File: src/rtl/spi_slave_fsm_burst.sv
// Purpose : SPI slave frame sequencer; command word (address + rw), then one data word, or back-to-back words in burst builds.
// Latency : all outputs registered; addr_we 1 clk after the command completes, sr_we READ_LAT+1 clk after addr_we/addr_inc, dm_we 1 clk after a data word completes.
// Backpr. : none; the master paces the frame with sclk_pos and ends it with cs, and the FSM follows or aborts.
//
// Optional feature: define SPI_FSM_BURST_EN to enable burst auto-increment (INC state, addr_inc).
//
// Ports:
//   clk         system clock, rising-edge active
//   reset       asynchronous active-high reset
//   cs          synchronised chip select, active-low
//   sclk_pos    one-clk pulse per SCLK rising edge
//   rw          shift-register LSB after the command word (1 = read)
//   sr_we       shift-register parallel load pulse
//   dm_we       data-memory write pulse
//   addr_we     address latch load pulse
//   addr_inc    address latch increment pulse (burst builds only, else 0)
//   miso_en     MISO driver enable level
//   busy        high unless idle in GET with an empty bit counter
//   frame_abort one-clk pulse when cs deasserts mid-frame

module spi_slave_fsm_burst #(
   parameter int ADDR_W   = 7,
   parameter int DATA_W   = 8,
   parameter int READ_LAT = 1   // legal range 1..15
) (
   input  logic clk,
   input  logic reset,
   input  logic cs,
   input  logic sclk_pos,
   input  logic rw,
   output logic sr_we,
   output logic dm_we,
   output logic addr_we,
   output logic addr_inc,
   output logic miso_en,
   output logic busy,
   output logic frame_abort
);

   localparam int CMD_W = ADDR_W + 1;
   localparam int MAX_W = (CMD_W > DATA_W) ? CMD_W : DATA_W;
   localparam int CNT_W = $clog2(MAX_W) + 1;

   localparam logic [CNT_W-1:0] CMD_CNT  = CNT_W'(CMD_W);
   localparam logic [CNT_W-1:0] DATA_CNT = CNT_W'(DATA_W);
   // RD_WAIT exits when the latency counter reaches READ_LAT-1, giving
   // exactly READ_LAT cycles in that state.
   localparam logic [3:0]       LAT_LAST = 4'(READ_LAT - 1);

   typedef enum logic [3:0] {
      S_GET,
      S_GOT,
      S_RD_WAIT,
      S_LOAD,
      S_SHIFT_OUT,
      S_SHIFT_IN,
      S_COMMIT,
`ifdef SPI_FSM_BURST_EN
      S_INC,
`endif
      S_DONE
   } state_t;

   // Where a completed data word goes next.
`ifdef SPI_FSM_BURST_EN
   localparam state_t WORD_END = S_INC;
`else
   localparam state_t WORD_END = S_DONE;
`endif

   state_t           state, state_nxt;
   logic [CNT_W-1:0] count, count_nxt;
   logic [3:0]       lat_cnt, lat_cnt_nxt;
   logic             cnt_state;
   logic             mid_frame;

   logic sr_we_d, dm_we_d, addr_we_d, miso_en_d, busy_d, frame_abort_d;

`ifdef SPI_FSM_BURST_EN
   logic rw_q;       // frame direction, captured in GOT, steers INC
   logic addr_inc_d;
`endif

   // ------------------------------------------------------------------
   // State register, counters and registered outputs
   // ------------------------------------------------------------------
   always_ff @(posedge clk or posedge reset) begin
      if (reset) begin
         state       <= S_GET;
         count       <= '0;
         lat_cnt     <= '0;
         sr_we       <= 1'b0;
         dm_we       <= 1'b0;
         addr_we     <= 1'b0;
         miso_en     <= 1'b0;
         busy        <= 1'b0;
         frame_abort <= 1'b0;
`ifdef SPI_FSM_BURST_EN
         rw_q        <= 1'b0;
         addr_inc    <= 1'b0;
`endif
      end else begin
         state       <= state_nxt;
         count       <= count_nxt;
         lat_cnt     <= lat_cnt_nxt;
         sr_we       <= sr_we_d;
         dm_we       <= dm_we_d;
         addr_we     <= addr_we_d;
         miso_en     <= miso_en_d;
         busy        <= busy_d;
         frame_abort <= frame_abort_d;
`ifdef SPI_FSM_BURST_EN
         if (state == S_GOT) begin
            rw_q <= rw;
         end
         addr_inc    <= addr_inc_d;
`endif
      end
   end

`ifndef SPI_FSM_BURST_EN
   assign addr_inc = 1'b0;
`endif

   // ------------------------------------------------------------------
   // Next-state and counter logic
   // ------------------------------------------------------------------
   always_comb begin
      state_nxt = state;
      if (cs) begin
         // Deselect wins over every other transition.
         state_nxt = S_GET;
      end else begin
         case (state)
            S_GET:       if (count == CMD_CNT) state_nxt = S_GOT;
            S_GOT:       state_nxt = rw ? S_RD_WAIT : S_SHIFT_IN;
            S_RD_WAIT:   if (lat_cnt == LAT_LAST) state_nxt = S_LOAD;
            S_LOAD:      state_nxt = S_SHIFT_OUT;
            S_SHIFT_OUT: if (count == DATA_CNT) state_nxt = WORD_END;
            S_SHIFT_IN:  if (count == DATA_CNT) state_nxt = S_COMMIT;
            S_COMMIT:    state_nxt = WORD_END;
`ifdef SPI_FSM_BURST_EN
            S_INC:       state_nxt = rw_q ? S_RD_WAIT : S_SHIFT_IN;
`endif
            S_DONE:      state_nxt = S_DONE;
            default:     state_nxt = S_GET;
         endcase
      end

      cnt_state = (state == S_GET) || (state == S_SHIFT_OUT) ||
                  (state == S_SHIFT_IN);

      // Any transition (or a deselect) empties the bit counter, so every
      // counting state is entered with count == 0.
      count_nxt = count;
      if (cs || (state_nxt != state)) begin
         count_nxt = '0;
      end else if (cnt_state && sclk_pos) begin
         count_nxt = count + CNT_W'(1);
      end

      lat_cnt_nxt = '0;
      if ((state == S_RD_WAIT) && (state_nxt == S_RD_WAIT)) begin
         lat_cnt_nxt = lat_cnt + 4'd1;
      end
   end

   // ------------------------------------------------------------------
   // Output decode; values are registered, so they follow state_nxt and
   // appear in the same cycle the FSM occupies the corresponding state.
   // ------------------------------------------------------------------
   always_comb begin
      // A frame counts as in progress unless idle with no bits taken or
      // already finished. In burst builds a word boundary is a clean end.
      case (state)
         S_GET:       mid_frame = (count != '0);
         S_DONE:      mid_frame = 1'b0;
`ifdef SPI_FSM_BURST_EN
         S_SHIFT_IN,
         S_SHIFT_OUT: mid_frame = (count != '0);
`endif
         default:     mid_frame = 1'b1;
      endcase

      sr_we_d       = (state_nxt == S_LOAD);
      dm_we_d       = (state_nxt == S_COMMIT);
      addr_we_d     = (state_nxt == S_GOT);
      miso_en_d     = (state_nxt == S_SHIFT_OUT);
      busy_d        = !((state_nxt == S_GET) && (count_nxt == '0));
      frame_abort_d = cs && mid_frame;
`ifdef SPI_FSM_BURST_EN
      addr_inc_d    = (state_nxt == S_INC);
`endif
   end

endmodule
File: config.mk
export PLATFORM = sky130hd
export DESIGN_NAME = spi_slave_fsm_burst
export DESIGN_NICKNAME = d
export VERILOG_FILES = /design/src/rtl/spi_slave_fsm_burst.sv
export SDC_FILE = /design/constraint.sdc
export NUM_CORES = 1
export LEC_CHECK = 0
export ABC_CLOCK_PERIOD_IN_PS = 1850
export BUFFER_PORTS_ARGS = -buffer_cell sky130_fd_sc_hd__buf_2
export CORE_ASPECT_RATIO = 1.25
export CORE_UTILIZATION = 56
export CTS_CLUSTER_DIAMETER = 120
export DETAILED_ROUTE_END_ITERATION = 10
export GPL_TIMING_DRIVEN = 0
export PLACE_DENSITY = 0.8
export SYNTH_ARGS = -nofsm -noshare
export SYNTH_HDL_FRONTEND = slang
export SYNTH_SLANG_ARGS = --single-unit
File: constraint.sdc
create_clock -name clk -period 1.85 [get_ports clk]
set_clock_uncertainty 0.05 [all_clocks]
set_input_delay 0.37 -clock clk [delete_from_list [all_inputs] [get_ports clk]]
set_output_delay 0.37 -clock clk [all_outputs]
set_load 0.01 [all_outputs]
### After elaboration in Yosys (flattened, before gate mapping)

Cells that the tools add are included.

| storage, ports and cells | value |
|---|---|
| register bits after elaboration | 18 |
| output and inout bits | 7 |
| logic and storage cells | 50 |
| bits of input ports | 5 |

| cells by class | value |
|---|---|
| reductions and logical operators | 14 |
| eq/ne operators | 14 |
| add/sub/neg operators | 2 |
| mux-type cells | 11 |

Operator list:

| cell | count |
|---|---|
| $mux W4 | 8 |
| $pmux W4 S7 | 1 |
| $eq A4 B3 Y1 const B | 6 |
| $eq A4 B2 Y1 const B | 4 |
| $logic_not A4 Y1 | 4 |
| $add A4 B1 Y4 const B | 2 |
| $eq A4 B1 Y1 const B | 2 |
| $eq A4 B4 Y1 const B | 1 |
| $logic_and A1 B1 Y1 | 4 |
| $ne A4 B4 Y1 | 1 |
| $reduce_bool A4 Y1 | 1 |
| $logic_or A1 B1 Y1 | 3 |
| $mux W3 | 1 |
| $pmux W1 S2 | 1 |
| $reduce_or A2 Y1 | 1 |
| $logic_not A1 Y1 | 1 |

### Logic depth before layout (Yosys ltp)

Gate-level depths: netlist of the first run.

| depth | value |
|---|---|
| word-level depth | 10 |
| mapped depth | 6 |
| gate-level depth less buffers | 6 |

### Worst setup path after synthesis of the first run

Ideal clock, no wire load.

| timing path | value |
|---|---|
| kind | flip-flop to flip-flop |
| from | reg count[0] |
| to | reg miso_en |
| slack | 0.201 ns |
| setup time | 0.105 ns |
| data required time | 1.695 ns |
| arrival time | 1.494 ns |
| cell stages (with the launch flop) | 7 |
| buffers on the path | 0 |
| clock period less this slack | 1.649 ns |
| cells stage by stage | dfrtp_1 > inv_1 > ha_1 > nand3b_1 > mux2i_1 > a211o_1 > nor4b_1 |

| on the way | value |
|---|---|
| cells in the longest elaborated chain, start to end | 5 |
| elaborated cells on any way between the ends | 7 |
| those cells by class | eq/ne (2); mux (5) |

RTL lines:

| item | RTL line | text |
|---|---|---|
| start: declaration | 72 | `logic [CNT_W-1:0] count, count_nxt;` |
| start signal: assignment | 104 | `count <= count_nxt;` |
| $eq A4 B4 Y1 (*) | 135, 139, 140 |  |
| $mux W4 (on tied branches) | 140, 135, 139 |  |
| $pmux W4 S7 (*) | 134 | `case (state)` |
| $mux W4 (*) | 130 | `if (cs) begin` |
| $eq A4 B3 Y1 (*) | 188 | `miso_en_d = (state_nxt == S_SHIFT_OUT);` |
| via miso_en_d | 77 | `logic sr_we_d, dm_we_d, addr_we_d, miso_en_d, busy_d, frame_abort_d;` |
| end signal: assignment | 109 | `miso_en <= miso_en_d;` |
| end: declaration | 35 | `output logic miso_en,` |

Mark *: on every way through the listed nets, which the timed path passes. The rest lies on a longest branch.

### Worst setup path in the final report of the first run

| timing path | value |
|---|---|
| from | reg state[2] |
| to | reg sr_we |

| on the way | value |
|---|---|
| cells in the longest elaborated chain, start to end | 5 |
| elaborated cells on any way between the ends | 16 |
| those cells by class | eq/ne (8); mux (6); reduce/logical (2) |

RTL lines:

| item | RTL line | text |
|---|---|---|
| start: declaration | 71 | `state_t state, state_nxt;` |
| start signal: assignment | 103 | `state <= state_nxt;` |
| $eq A4 B3 Y1 | 134 |  |
| $reduce_or A2 Y1 (no source line) | - |  |
| $pmux W4 S7 (*) | 134 |  |
| $mux W4 (*) | 130 |  |
| $eq A4 B2 Y1 (*) | 185 | `sr_we_d = (state_nxt == S_LOAD);` |
| via sr_we_d | 77 |  |
| end signal: assignment | 106 | `sr_we <= sr_we_d;` |
| end: declaration | 31 | `output logic sr_we,` |

Marks and branches as above.

==> flow_metrics.py, run 1 <==
metrics = {
    "run_status": {
        "status": "finished, final reports clean",
    },
    "synth": {
        "ys_warn_count": 0,
        "synthesis.area_sq_mm": 0.001011,
        "synth_edf_count": 0,
        "ys_types": 43,
        "syn-instance-count": 103,
        "syn_avg_cell_area_sq_um": 9.815,
        "yosys_most_used_dff": "dfrtp_1",
        "ys_seq_area_share_pct": 44.55,
        "ys_seq_elements": 18,
        "async_reset_ff_share_pct": 100.0,
    },
    "die": {
        "design.core.area_sq_mm": 0.001622,
        "dieWidth_um": 40.01,
        "rows": 16,
        "pin_count": 12,
        "start_util_pct": 62.35,
        "die_h_um": 49.51,
        "dieArea_sq_mm": 0.001980,
    },
    "global_route": {
        "grt_pass1_wl_um": 3029,
        "grt_antenna_before_repair": 0,
        "met3_usage_pct": 2.703,
        "grt_pass1_vias": 729,
        "grt_max_degree": 19,
        "use_met1_pct": 27.03,
        "gr-usage-all-layers_pct": 21.88,
        "grt_use_met2_pct": 35.75,
        "grt.busiest_layer": "met2",
        "grt-ovfl-total": 0,
    },
    "timing": {
        "drv_slew": 0,
        "holdWs_ps": 89.55,
        "final_hold_viol_count": 0,
        "worst_pin_slew_ps": 643.3,
        "period_minus_slack_ps": 1740,
        "slew_headroom_pct": 57.07,
        "finalWorstSetupSlack_ps": 110.2,
        "setup_viol": 0,
        "fmax_ghz": 0.5748,
        "finalCritPeriodShare_pct": 94.04,
    },
    "drt": {
        "dr.pass1.iters": 4,
        "wirelength_um": 1767,
        "via_per_inst": 5.674,
        "drc_errors": 0,
        "wl_per_cell_um": 12.80,
        "final_antenna_net_count": 0,
        "num_vias": 783,
        "dr.first_iter.drc_count": 11,
    },
    "worst_setup_path": {
        "cp_slowest_cell": "or4b_1",
        "worstSetupStartpointType": "flop",
        "worstPathCellList": "buf_2 -> or4b_1 -> a21oi_1 -> a211o_1 -> and3_1",
        "crit_arrival_ps": 1930,
        "crit_path_end_kind": "flop",
        "crit_fanout": 10,
        "worstSetupPathType": "reg -> reg",
        "cp.required_ps": 2040,
        "critPathMaxStageDelay_ps": 500,
    },
    "hold_path": {
        "hold_path_class": "in -> async",
    },
    "cts": {
        "cts_inserted_buffers": 3,
        "clock_sinks": 18,
        "path_clk_slew_ps": 100,
        "cts_buffer_depth": 2,
        "cts_tree": "built",
        "clock_latency_ps": 300,
        "cts.htree.levels": 1,
        "cts_root_buffer": "clkbuf_4",
    },
    "placed_design": {
        "placedCellCount": 132,
        "routabilityCongestion": 0.8475,
        "hpwl_um": 1306,
        "numPortBuffers": 10,
        "post-place-ws_ps": -42.69,
        "placed_area_sq_mm": 0.001087,
    },
    "cells_and_area": {
        "fin_cells": 138,
        "antenna_cells": 0,
        "post_route_cells_drive_above_1_share_pct": 25.00,
        "areaGrowthSynthToFinish_pct": 15.22,
        "fin_area_sq_mm": 0.001165,
        "fin_nets": 130,
    },
    "flow_run": {
        "maxCapViolations": 0,
    },
    "pwr": {
        "total_power_uw": 687.7,
        "p_per_area_mw_per_mm2": 590.4,
        "p_leak_nw": 0.5733,
        "ir_drop_uv": 555.4,
    },
}
-- state kept, by name (all words and copies together), names as in the netlist --
register,count
addr_we,1
busy,1
count,4
dm_we,1
frame_abort,1
lat_cnt,4
miso_en,1
sr_we,1
state,4
-- power by group --
| part | switching, mW | total [mW] | internal (mW) |
|---|---|---|---|
| combinational | 0.0277 | 0.0466 | 0.0189 |
| sequential | 0.00377 | 0.401 | 0.397 |
| clock | 0.120 | 0.240 | 0.120 |
| total | 0.151 | 0.688 | 0.536 |
-- layout by cell type (no fill, tap or decap), types with 2 or more instances in the layout --
cell type,instances
dfrtp_1,18
buf_2,12
nor2_1,12
inv_1,6
buf_4,4
nand3_1,4
and3_1,4
nand2_1,3
a21oi_1,3
xor2_1,3
xnor2_1,3
ha_1,3
clkbuf_4,3
mux2i_1,2
nor2b_1,2
a211o_1,2
clkbuf_1,2
o21bai_1,2
nor3_1,2
nand4_1,2
conb_1,2
-- metrics by stage --
stage	setup TNS, ps	utilization [%]
2_1_floorplan	0	-
3_3_place_gp	0	67.05
3_5_place_dp	-78.62	67.05
4_1_cts	0	70.06
5_1_grt	-8.215	71.84
6_report	0	71.84
-- per-layer routing --
layer,routed length [um],vias up
met5,0,-
li1,-,388
met4,48,0
met2,921,15
met1,756,375
met3,40,5
-- final cells by class --
cell class | instances | area (sq um)
multi-input combinational | 73 | 524.3
fill | 122 | 456.7
sequential | 18 | 450.4
timing repair buffer | 12 | 65.06
buffer | 7 | 43.79
clock buffer | 4 | 36.28
inverter | 6 | 22.52
tap | 18 | 22.52
-- worst max-delay path: cells and delay by family (launching register included) --
| family | cells | cell delay, ps |
|---|---|---|
| buffers and inverters | 1 | 180 |
| AND/OR/NAND/NOR | 2 | 680 |
| AO/OA/AOI/OAI | 2 | 360 |
| flip-flops | 1 | 410 |
-- cell usage after synthesis (2+ instances only) --
cell	instances	area [sq um]
nand3_1	4	20.02
inv_1	6	22.52
o21bai_1	2	15.01
ha_1	4	50.05
nand2_1	3	11.26
xor2_1	3	26.28
nor2_1	12	45.04
dfrtp_1	18	450.4
nand4_1	2	12.51
nor2b_1	2	12.51
a21oi_1	3	15.01
nor3b_1	2	15.01
and3_1	4	25.02
clkbuf_1	2	7.510
nor3_1	2	10.01
mux2i_1	2	20.02
a211o_1	2	17.52
buf_2	2	10.01
buf_4	2	15.01
xnor2_1	3	26.28
-- logic make-up (layout without fill, tap and decap cells) --
kind of cell / after synthesis / count (layout) / synth area share (%)
adder cells (fa/ha/maj): 4 / 4 / 4.951
AND/OR/NAND/NOR: 45 / 45 / 26.61
other: 1 / 2 / 0.3709
flip-flops: 18 / 18 / 44.55
XOR/XNOR: 6 / 6 / 5.199
multiplexers: 2 / 2 / 1.980
buffers and inverters: 13 / 29 / 6.559
AO/OA/AOI/OAI: 14 / 14 / 9.778
-- worst paths after layout --
check                                startpoint               endpoint  slack, ps  cells past startpoint
setup / recovery             state[2]$_DFF_PP0_        sr_we$_DFF_PP0_        110                      5
hold / removal                            reset      addr_we$_DFF_PP0_         90                      2
setup reg to reg             state[2]$_DFF_PP0_        sr_we$_DFF_PP0_        110                      5
hold reg to reg            lat_cnt[0]$_DFF_PP0_   lat_cnt[0]$_DFF_PP0_        440                      1
max in group asynchronous                 reset   lat_cnt[2]$_DFF_PP0_       1240                      2
min in group clk                             cs  frame_abort$_DFF_PP0_        270                      2
-- timing repair --
action / CTS / global route
pin swaps: 1 / 3
hold buffers: 0 / 0
buffers inserted: 0 / 2
endpoints found under the setup margin: 2 / 8
resized for setup: 2 / 3
No activity file was read; power rests on OpenSTA's default activity.
==> run 2: changes to the inputs <==
CORE_MARGIN = 1.5   (was default)
==> flow_metrics.py, run 2 (same netlist as run 1, synthesis figures left out) <==
metrics = {
    "cts": {
        "clock_latency_ps": 290,
        "cts.htree.levels": 1,
        "cts_root_buffer": "clkbuf_4",
        "cts_hold_buf": 0,
        "cts_tree": "built",
        "cts_buffer_depth": 2,
        "cts_inserted_buffers": 3,
        "path_clk_slew_ps": 90,
        "clock_sinks": 18,
    },
    "flow_run": {
        "maxCapViolations": 0,
    },
    "hold_path": {
        "hold_path_class": "in -> async",
    },
    "die": {
        "start_util_pct": 58.68,
        "dieArea_sq_mm": 0.002071,
        "die_h_um": 50.51,
        "dieWidth_um": 41.01,
        "pin_count": 12,
        "design.core.area_sq_mm": 0.001723,
        "rows": 17,
    },
    "placed_design": {
        "hpwl_um": 1405,
        "post-place-ws_ps": 17.26,
        "numPortBuffers": 10,
        "placedCellCount": 133,
        "routabilityCongestion": 0.8351,
    },
    "cells_and_area": {
        "top_regs": "count: 4 flops, lat_cnt: 4 flops, state: 4 flops",
        "layout_common_cells": "dfrtp_1, buf_2, nor2_1",
        "layout_commonest_cell": "dfrtp_1",
        "post_route_cells_drive_above_1_share_pct": 24.58,
        "fill_cells": 136,
        "antenna_cells": 0,
        "areaGrowthSynthToFinish_pct": 13.37,
        "fin_cells": 137,
        "fin_nets": 129,
    },
    "drt": {
        "drc_errors": 0,
        "via_per_inst": 5.584,
        "dr.first_iter.drc_count": 27,
        "final_antenna_net_count": 0,
        "wirelength_um": 1859,
        "num_vias": 765,
        "wl_per_cell_um": 13.57,
        "dr.pass1.iters": 4,
    },
    "global_route": {
        "grt_antenna_before_repair": 0,
        "grt-ovfl-total": 0,
        "grt_pass1_vias": 757,
        "grt_pass1_wl_um": 3105,
        "grt_max_degree": 19,
        "gr-usage-all-layers_pct": 21.56,
    },
    "timing": {
        "setup_viol": 0,
        "drv_slew": 0,
        "worst_pin_slew_ps": 658.7,
        "fmax_ghz": 0.5657,
        "finalWorstSetupSlack_ps": 82.34,
        "slew_headroom_pct": 56.04,
        "period_minus_slack_ps": 1768,
        "final_hold_viol_count": 0,
        "finalCritPeriodShare_pct": 95.55,
    },
    "worst_setup_path": {
        "crit_path_end_kind": "flop",
        "worstSetupStartpointType": "flop",
        "crit_arrival_ps": 1950,
        "crit_fanout": 10,
        "worstSetupPathType": "reg -> reg",
        "cp.required_ps": 2030,
    },
    "pwr": {
        "p_per_area_mw_per_mm2": 555.2,
        "total_power_uw": 636.3,
        "ir_drop_uv": 363.5,
        "p_leak_nw": 0.5591,
    },
    "run_status": {
        "status": "finished, final reports clean",
    },
}
run 2: cell count changes in the layout (fill, tap and decap cells not counted), sizes merged:
cell,change
buf,-1
clkbuf,-1
run 2: final timing paths:
kind	from	end	slack, ps	depth (start not counted)
max	state[2]$_DFF_PP0_	sr_we$_DFF_PP0_	80	5
min	reset	state[0]$_DFF_PP0_	100	2
max reg2reg	state[2]$_DFF_PP0_	sr_we$_DFF_PP0_	80	5
min reg2reg	lat_cnt[0]$_DFF_PP0_	lat_cnt[0]$_DFF_PP0_	440	1
max in group asynchronous	reset	count[1]$_DFF_PP0_	1180	2
min in group clk	cs	frame_abort$_DFF_PP0_	270	2
run 2: critical path, cell delays in order, from the launching register on:
cell and delay [ps]:
dfrtp_1 410, buf_2 190, or4b_1 510, a21oi_1 150
a211o_1 210, and3_1 190
run 2: layout make-up:
type | count | area, sq um | area share [%]
Clock buffer | 3 | 22.52 | 1.965
Buffer | 7 | 43.79 | 3.821
Tap cell | 19 | 23.77 | 2.074
Timing Repair Buffer | 11 | 57.56 | 5.022
Multi-Input combinational cell | 73 | 524.3 | 45.74
Inverter | 6 | 22.52 | 1.965
Sequential cell | 18 | 451.7 | 39.41
run 2: per-layer routing:
layer  GRT usage (%)  part of all wire, %
met5               0                    0
met4           6.667                  1.6
met3           2.655                  2.5
met2           37.76                   57
met1           25.43                   39
run 2: timing repair:
action / 4_1_cts / 5_1_grt
pin swaps: 0 / 2
buffers inserted: 1 / 0
resized for setup: 0 / 6
cloned: 0 / 0
setup endpoints to repair: 1 / 5
run 2: per-stage QoR:
| step | util (%) | hold slack [ps] | instance area [sq um] | TNS (ps) |
|---|---|---|---|---|
| detailed placement | 63.18 | 430.0 | 1089 | 0 |
| global route | 66.52 | 188.8 | 1146 | -33.24 |
| floorplan | - | 258.6 | 1015 | 0 |
| finish | 66.52 | 102.8 | 1146 | 0 |
| global placement | 63.18 | 423.6 | 1089 | 0 |
| CTS | 64.92 | 138.9 | 1119 | 0 |
run 2: power breakdown:
part,internal [mW],switching (mW),total (mW)
registers,0.397,0.00403,0.401
logic,0.0187,0.0276,0.0464
clock network,0.0758,0.113,0.189
==> run 3: changes to the inputs <==
ABC_CLOCK_PERIOD_IN_PS = 1640   (was 1850)
clock period = 1.64 ns   (was 1.85 ns; I/O delays follow)
==> flow_metrics.py, run 3 (same netlist as run 1, synthesis figures left out) <==
metrics = {
    "cells_and_area": {
        "post-route-util_pct": 73.57,
        "fin_nets": 136,
        "layout_common_cells": "dfrtp_1, nor2_1, buf_2",
        "layout_commonest_cell": "dfrtp_1",
        "antenna_cells": 0,
        "top_regs": "count: 4 flops, lat_cnt: 4 flops, state: 4 flops",
        "areaGrowthSynthToFinish_pct": 25.37,
        "post_route_cells_drive_above_1_share_pct": 36.80,
        "fin_area_sq_mm": 0.001267,
        "fill_cells": 128,
    },
    "worst_setup_path": {
        "worstSetupPathType": "reg -> reg",
        "r2r-end": "sr_we$_DFF_PP0_",
        "worst-r2r-cell-count": 5,
        "crit_fanout": 5,
        "worstReg2RegStart": "state[2]$_DFF_PP0_",
        "worstSetupStartpointType": "flop",
        "ff2ff_setup_slack_ps": -5,
        "cp.required_ps": 1820,
        "crit_path_end_kind": "flop",
        "crit_start": "state[2]$_DFF_PP0_",
        "crit_arrival_ps": 1830,
    },
    "cts": {
        "cts_buffer_depth": 2,
        "cts_root_buffer": "clkbuf_4",
        "cts_tree": "built",
        "clock_latency_ps": 290,
        "clock_sinks": 18,
        "cts.htree.levels": 1,
        "path_clk_slew_ps": 90,
        "cts_hold_buf": 0,
        "cts_inserted_buffers": 3,
    },
    "die": {
        "dieArea_sq_mm": 0.002071,
        "design.core.area_sq_mm": 0.001723,
        "rows": 17,
        "die_h_um": 50.51,
        "start_util_pct": 58.68,
        "pin_count": 12,
        "dieWidth_um": 41.01,
    },
    "pwr": {
        "p_int_uw": 562.0,
        "ir_drop_uv": 462.5,
        "total_power_uw": 727.3,
        "clockPowerShare_pct": 29.2,
        "p_leak_nw": 0.6087,
        "power_frac_seq_pct": 62.3,
        "comb_power_share_pct": 8.5,
        "p_sw_share_pct": 22.73,
        "p_per_area_mw_per_mm2": 573.8,
        "netSwitchingPower_uw": 165.3,
    },
    "drt": {
        "final_antenna_net_count": 0,
        "wl_per_cell_um": 14.38,
        "drc_errors": 0,
        "dr.first_iter.drc_count": 31,
        "dr.pass1.iters": 4,
        "via_per_inst": 5.757,
        "wirelength_um": 2071,
        "num_vias": 829,
    },
    "timing": {
        "final_hold_viol_count": 0,
        "finalSetupTns_ps": -4.942,
        "setup_viol": 1,
        "drv_slew": 0,
        "finalWorstSetupSlack_ps": -4.942,
        "worst_pin_slew_ps": 676.6,
        "slew_headroom_pct": 54.85,
        "grt_setup_unrepaired": "true",
        "holdWs_ps": 66.37,
        "period_minus_slack_ps": 1645,
        "fmax_ghz": 0.6079,
        "finalCritPeriodShare_pct": 100.3,
    },
    "flow_run": {
        "maxCapViolations": 0,
    },
    "global_route": {
        "grt_pass1_vias": 793,
        "gr-usage-all-layers_pct": 23.06,
        "grt-ovfl-total": 0,
        "grt_pass1_wl_um": 3305,
        "grt_antenna_before_repair": 0,
        "grt_max_degree": 19,
    },
    "placed_design": {
        "placed_area_sq_mm": 0.001095,
        "hpwl_um": 1372,
        "numPortBuffers": 10,
        "routabilityCongestion": 0.8061,
    },
    "run_status": {
        "status": "finished, violations left",
        "violations": "negative setup slack",
    },
    "hold_path": {
        "hold_path_class": "in -> async",
    },
}
==> run 3: changes by cell type in the layout (fill, tap and decap cells not counted), sizes merged <==
cell    previous run  this run
buf               16        25
clkbuf             5         3
==> run 3: metal layers <==
layer / vias up / share of wire [%] / track usage [%]
li1: 402 / - / -
met1: 407 / 37 / 27.62
met2: 15 / 59 / 39.06
met3: 5 / 2.1 / 2.655
met4: 0 / 1.6 / 9.444
met5: - / 0 / 0
==> run 3: repair_timing <==
action	in CTS	in global routing
setup endpoints to repair	14	15
hold endpoints to repair	0	0
pin swaps	8	3
gates resized for setup	5	14
buffers inserted	8	3
==> run 3: how the worst max path moves through the flow <==
| stage | to |
|---|---|
| 6_report | sr_we$_DFF_PP0_ |
| 5_1_grt | miso_en$_DFF_PP0_ |
| 4_1_cts | sr_we$_DFF_PP0_ |
| 3_5_place_dp | dm_we$_DFF_PP0_ |
| 3_3_place_gp | dm_we$_DFF_PP0_ |
| 2_1_floorplan | dm_we$_DFF_PP0_ |
==> run 3: stage by stage <==
step           cells  setup slack, ps
4_1_cts          144           -9.394
6_report         144           -4.942
2_1_floorplan    104            4.908
3_3_place_gp     133           -176.1
5_1_grt          144           -113.5
3_5_place_dp     133           -178.2
==> run 3: final cells by class <==
| type | count | area [sq um] | area share (%) |
|---|---|---|---|
| multi-input combinational | 73 | 561.8 | 44.32 |
| buffer | 4 | 35.03 | 2.764 |
| timing repair buffer | 21 | 148.9 | 11.75 |
| tap | 19 | 23.77 | 1.876 |
| sequential | 18 | 452.9 | 35.74 |
| inverter | 6 | 22.52 | 1.777 |
| clock buffer | 3 | 22.52 | 1.777 |
==> run 3: worst max-delay path, stage by stage (launching register included) <==
cell     delay [ps]
dfrtp_1         420
buf_6           130
or4b_1          460
a21oi_1         130
a211o_1         220
and3_1          180
==> run 3: power groups by stage <==
stage / combinational (mW) / clock [mW] / sequential (mW)
2_1_floorplan: 0.0332 / 0 / 0.462
3_3_place_gp: 0.0481 / 0 / 0.461
3_5_place_dp: 0.0497 / 0 / 0.461
4_1_cts: 0.0544 / 0.214 / 0.452
5_1_grt: 0.0688 / 0.234 / 0.453
6_report: 0.0619 / 0.212 / 0.453
